[src/rtl/instr_sequencer.sv]
// Instruction register, decoder and Moore control FSM for the register file/datapath.
// Optional `SEQ_ILLEGAL_FLAG_EN adds a sticky `illegal` output.
module instr_sequencer (
  input  logic        clk,
  input  logic        reset,
  input  logic        s,
  input  logic        load,
  input  logic [15:0] in,
  output logic        w,
  output logic [2:0]  readnum,
  output logic [2:0]  writenum,
  output logic        write,
  output logic        loada,
  output logic        loadb,
  output logic        loadc,
  output logic        loads,
  output logic        asel,
  output logic        bsel,
  output logic        vsel,
  output logic [1:0]  shift,
  output logic [1:0]  ALUop,
  output logic [15:0] sximm8,
  output logic [15:0] sximm5
`ifdef SEQ_ILLEGAL_FLAG_EN
  ,
  output logic        illegal
`endif
);

  typedef enum logic [2:0] {
    S_WAIT,
    S_DECODE,
    S_GET_A,
    S_GET_B,
    S_COMPUTE,
    S_WR_REG,
    S_WR_IMM
  } state_t;

  state_t      state;
  state_t      state_nx;
  logic [15:0] ir;

  logic [2:0] opcode;
  logic [1:0] op;
  logic [2:0] rn;
  logic [2:0] rd;
  logic [2:0] rm;
  logic       is_movi;
  logic       is_movr;
  logic       is_alu;
  logic       is_mvn;
  logic       is_cmp;
  logic       is_two;

  assign opcode = ir[15:13];
  assign op     = ir[12:11];
  assign rn     = ir[10:8];
  assign rd     = ir[7:5];
  assign rm     = ir[2:0];

  assign is_movi = (opcode == 3'b110) && (op == 2'b10);
  assign is_movr = (opcode == 3'b110) && (op == 2'b00);
  assign is_alu  = (opcode == 3'b101);
  assign is_mvn  = is_alu && (op == 2'b11);
  assign is_cmp  = is_alu && (op == 2'b01);
  assign is_two  = is_alu && !is_mvn;

  assign sximm8 = {{8{ir[7]}}, ir[7:0]};
  assign sximm5 = {{11{ir[4]}}, ir[4:0]};
  assign shift  = ir[4:3];
  assign ALUop  = is_alu ? op : 2'b00;

  always_ff @(posedge clk or posedge reset) begin
    if (reset) begin
      ir <= 16'h0000;
    end else if (state == S_WAIT && load) begin
      ir <= in;
    end
  end

  always_ff @(posedge clk or posedge reset) begin
    if (reset) begin
      state <= S_WAIT;
    end else begin
      state <= state_nx;
    end
  end

  always_comb begin
    state_nx = state;
    unique case (state)
      S_WAIT:    state_nx = s ? S_DECODE : S_WAIT;
      S_DECODE: begin
        unique case (1'b1)
          is_movi:          state_nx = S_WR_IMM;
          is_movr, is_mvn:  state_nx = S_GET_B;
          is_two:           state_nx = S_GET_A;
          default:          state_nx = S_WAIT;
        endcase
      end
      S_GET_A:   state_nx = S_GET_B;
      S_GET_B:   state_nx = S_COMPUTE;
      S_COMPUTE: state_nx = is_cmp ? S_WAIT : S_WR_REG;
      S_WR_REG:  state_nx = S_WAIT;
      S_WR_IMM:  state_nx = S_WAIT;
      default:   state_nx = S_WAIT;
    endcase
  end

  always_comb begin
    w        = 1'b0;
    readnum  = 3'd0;
    writenum = 3'd0;
    write    = 1'b0;
    loada    = 1'b0;
    loadb    = 1'b0;
    loadc    = 1'b0;
    loads    = 1'b0;
    asel     = 1'b0;
    bsel     = 1'b0;
    vsel     = 1'b0;
    unique case (state)
      S_WAIT: w = 1'b1;
      S_GET_A: begin
        readnum = rn;
        loada   = 1'b1;
      end
      S_GET_B: begin
        readnum = rm;
        loadb   = 1'b1;
      end
      S_COMPUTE: begin
        loadc = 1'b1;
        asel  = is_movr;
        loads = is_cmp;
      end
      S_WR_REG: begin
        writenum = rd;
        write    = 1'b1;
      end
      S_WR_IMM: begin
        writenum = rn;
        write    = 1'b1;
        vsel     = 1'b1;
      end
      default: ;
    endcase
  end

`ifdef SEQ_ILLEGAL_FLAG_EN
  logic legal;
  assign legal = is_movi | is_movr | is_alu;

  always_ff @(posedge clk or posedge reset) begin
    if (reset) begin
      illegal <= 1'b0;
    end else if (state == S_DECODE && !legal) begin
      illegal <= 1'b1;
    end else if (state == S_WAIT && s) begin
      illegal <= 1'b0;
    end
  end
`endif

endmodule

[config.mk]
export PLATFORM = sky130hd
export DESIGN_NAME = instr_sequencer
export DESIGN_NICKNAME = d
export VERILOG_FILES = /design/src/rtl/instr_sequencer.sv
export SDC_FILE = /design/constraint.sdc
export NUM_CORES = 1
export LEC_CHECK = 0
export CORE_UTILIZATION = 30
export DETAILED_ROUTE_END_ITERATION = 16
export PLACE_DENSITY = 0.65
export SLEW_MARGIN = 15
export SYNTH_ARGS = -nofsm -noshare
export SYNTH_HDL_FRONTEND = slang
export SYNTH_SLANG_ARGS = --single-unit
[constraint.sdc]
create_clock -name clk -period 3.1 [get_ports clk]
set_input_delay 0.31 -clock clk [delete_from_list [all_inputs] [get_ports clk]]
set_output_delay 0.31 -clock clk [all_outputs]
set_load 0.05 [all_outputs]
Yosys cells after proc, flatten, opt, wreduce, memory -nomap -nowiden --
Cells that the tools add are included.
Cells by class: eq/ne operators 11, reduce and logical (&&, ||, !) cells 11, muxes and demuxes 15
Operators by type and width (count):
- equality test 3 bit, second input constant | 5
- one-hot mux 3 bit (5 select lines) | 1
- one-hot mux 3 bit (2 select lines) | 2
- two-way mux 1 bit | 9
- one-hot mux 3 bit (3 select lines) | 1
- equality test 3 x 2 -> 1 bit, second input constant | 2
- logical AND 1 bit | 6
- equality test 2 bit, second input constant | 2
- OR reduction 2 bit | 2
- equality test 3 x 1 -> 1 bit, second input constant | 1
- zero test 3 bit | 1
- two-way mux 3 bit | 1
- equality test 2 x 1 -> 1 bit, second input constant | 1
- zero test 2 bit | 1
- two-way mux 2 bit | 1
- zero test 1 bit | 1
Word-level totals: logic and storage cells 39, bits in registers 19, output and inout bits 51, bits of input ports 20

Depth between registers and ports, before layout --
depth after elaboration 6, mapped depth 6, depth with buffers taken out 5

Worst setup path after synthesis --
OpenSTA, ideal clock, no wires.
kind reg2out, from register state[2], to output port readnum[0], data required time 2.790 ns, buffers on the path 1, slack 0.760 ns, data arrival time 2.030 ns, cell stages (with the launch flop) 5, path through dfrtp_1 > clkbuf_1 > nand2b_1 > nor2_1 > a22o_1
On the way: word-level cells in the longest chain between the ends 2, elaborated cells on any way between the ends 3, those cells by class eq/ne: 2; mux: 1
RTL lines:
- start, declared | line 40 | state_t state;
- start signal, assigned | line 86 | state <= state_nx;
- equality test 3 x 2 -> 1 bit | line 123 | unique case (state)
- one-hot mux 3 bit (2 select lines) * | line 123
- end, declared | line 10 | output logic [2:0] readnum,
Every way passes the cells marked *; elsewhere a longest branch is shown, timed or not.

Worst setup path after layout --
from register state[2], to output port readnum[2]
The elaborated chain is that of the path after synthesis.

==> reports/results.txt <==
Critical path launch point type: a flip-flop. The number of synthesized register bits was 19; the total number of H-tree levels was 1. For this design the top-level I/O count stands at 71.

Clock latency on the worst-skew pair, taken at its later pin, is 250 ps. The core region is 4030 µm². The tools report the share of the yosys chip area belonging to registers as 37.3%. For the total count of max-transition violations in the final report, the log shows 0. The die covers 4510 µm². Global routing finished with a remaining overflow of 0.

The congestion estimate from routability-driven global placement came to 0.778. The worst clock skew on the final layout is 3.96 ps, and the number of antenna violations at the first check in global routing is 0. The number of clock sinks is 19, and the post-cts repair resize count is 0. The min-delay analysis places its worst path in the category primary input to asynchronous set/reset pin. For the number of global-route vias before repair, the log shows 909. In the synthesized netlist, the cells that appear most often are 35 x buf_4, 19 x dfrtp_1, 10 x mux2_4, 6 x mux2_2. For this run, the number of Yosys warnings is 0. In the final routed layout, each cell accounts on average for 12.9 µm.

Hold repair after CTS inserted 0 buffers. After technology mapping, the gate count stands at 117. The count of buffers from port buffering is 69, and the maximum fanout count along the critical path is 11. At the pin with the least slew margin, the transition time is 729 ps. The die span in x is 67.2 µm. The first-iteration detailed-routing DRC count was 41. The first-pass iteration count of the detailed router was 4; the post-CTS setup buffer count was 0. In this design, the largest share of critical-path delay is due to buffers and inverters. Relative to the synthesized area, the layout overhead comes to 38.4%. For the largest net degree at the start of global routing, the log shows 20.

In this run the deepest clock path goes through 2 buffers. The biggest area contributor in the post-synthesis netlist is dfrtp_1. TritonCTS built the clock tree.

The share of flip-flops with an asynchronous set or reset after synthesis works out to 100%. The layout cell share with drive strength beyond 1 was 13.9%. Averaged over all synthesized cells, the footprint is 10.9 µm². Walking the worst path, the cells encountered are nand2b_1, nor2_1, a22o_1, clkdlybuf4s50_1.

Cell at the root of the clock tree: clkbuf_8. The final number of setup-violating endpoints came out at 0. The critical path in this run is classified as flip-flop to output pin. The logs give 137 for the post-synth net total and 0 for the number of routed nets with antenna violations. In the post-synthesis netlist, the biggest area contributors are dfrtp_1 37%, buf_4 21%, mux2_4 12%, mux2_2 5.3%, nor2b_1 2.5%. For this run, the post-layout net count is 172. The worst path arrival time was 2230 ps; the number of buffers and inverters on the critical path was 1. The run gives 1560 ps as the worst reg-to-reg setup slack.

Static timing analysis puts the maximum clock frequency at 393 MHz. After synthesis the cells add up to 1270 µm². The tool flagged a number of max-cap violations equal to 0. After detailed routing, the total wire length is 2.60 mm. The flow ran to the end, and the final reports show no timing, DRC or antenna violations. The number of vias per cell after detailed routing works out to 4.58. Across every metal layer, demand over resource in global routing totals 12.5%. The first global-routing pass estimated 4.16 mm of wire. Library cell with the highest instance count after synthesis: buf_4. The worst register-to-register path ends at ir[11]. In this run the critical register-to-register path is launched from state[1]. In the final timing run, aggregate negative setup slack is 0 ps. Clock-pin slew was measured on the worst setup and hold paths at 70 ps.

For the antenna diode count, the log shows 0. The leading register cell type out of synthesis is dfrtp_1. The clock period minus final worst setup slack is 2540 ps. Capturing element type of the critical path: an output pin. Counting the buffers created by CTS gives 3. The number of hold violations in the final report was 0; the number of DRC violations after detailed routing was 0. Yosys mapped a number of flops with a built-in enable equal to 0. For the number of rows in the core area, the log shows 23.

The half-perimeter wire length after detailed placement came out at 2.04 mm. The worst register-to-register path has a depth of 3. Measured against its own limit, the worst slew margin works out to 51.4%.

For this design, the slowest cell found on the critical path is clkdlybuf4s50_1. After synthesis, the largest area contributor takes up 37.3% of total cell area. The count of cell types in the netlist was 32; the overall die height was 67.2 µm.

The part of the cycle the worst path needs is 82.1%, and the data required time of the critical path is 2790 ps. Setup repair after global routing left no endpoint under its margin. The stage delay of the slowest cell on the critical path is 800 ps. For this configuration, the core starts out at a cell density of 31.6%. Total vias in the final route: 920.
==> worst max-delay path by stage <==
stage / startpoint / end / cells past startpoint
6_report: state[2] / readnum[2] / 4
5_1_grt: state[2] / readnum[2] / 4
4_1_cts: state[2] / readnum[2] / 4
3_5_place_dp: state[2] / readnum[2] / 4
3_3_place_gp: state[2] / readnum[2] / 4
2_1_floorplan: state[2] / readnum[0] / 4
==> cell families after synthesis <==
kind of cell | share of synthesized area, %
buf+inv | 25.7
mux | 17.1
simple gates | 11.6
flops | 37.3
compound gates | 8.05
other cells | 0.294
==> state kept, by name, indices dropped and copies added, names as in the netlist <==
signal  count
state       3
ir         16
==> worst register-to-register path, cell delays in order (launching register included) <==
cell	delay, ps
dfrtp_1	490
nor3_2	210
and2_4	350
mux2_2	380
==> through the flow <==
step / utilization, % / instances / setup slack, ps / instance area (µm²) / hold WS (ps)
2_1_floorplan: - / 117 / 760 / 1270 / 261
3_3_place_gp: 42.7 / 197 / 873 / 1720 / 526
3_5_place_dp: 42.7 / 197 / 812 / 1720 / 529
4_1_cts: 43.8 / 201 / 521 / 1760 / 520
5_1_grt: 43.8 / 201 / 408 / 1760 / 546
6_report: 43.8 / 201 / 555 / 1760 / 487
==> metal layers <==
layer / up-vias / GRT usage [%] / share of wire (%)
met5: - / 0 / 0
met1: 439 / 13.1 / 38
met2: 48 / 23.1 / 52
met4: 0 / 6.12 / 1.2
li1: 429 / - / -
met3: 4 / 2.87 / 8.4
==> area by class of cell <==
type                       count  area, µm²
clock buffer                   4       45.0
fill                         376       2260
inverter                       5       18.8
multi-input combinational     54        472
sequential                    19        475
tap                           50       62.6
timing repair buffer          69        691
==> placed cells by master (no fill, tap or decap), drive strengths merged, types with 2 or more instances in the layout <==
master	instances
and2	2
o21ai	2
dfrtp	19
clkdlybuf4s50	69
nand2b	2
a22oi	3
a22o	3
nor2b	5
clkbuf	4
inv	5
mux2	16
nor2	3
nor3	4
Power is left out: the tool's default activity adds up to more than one toggle a clock period on the data nets, which glitch-free logic cannot reach.
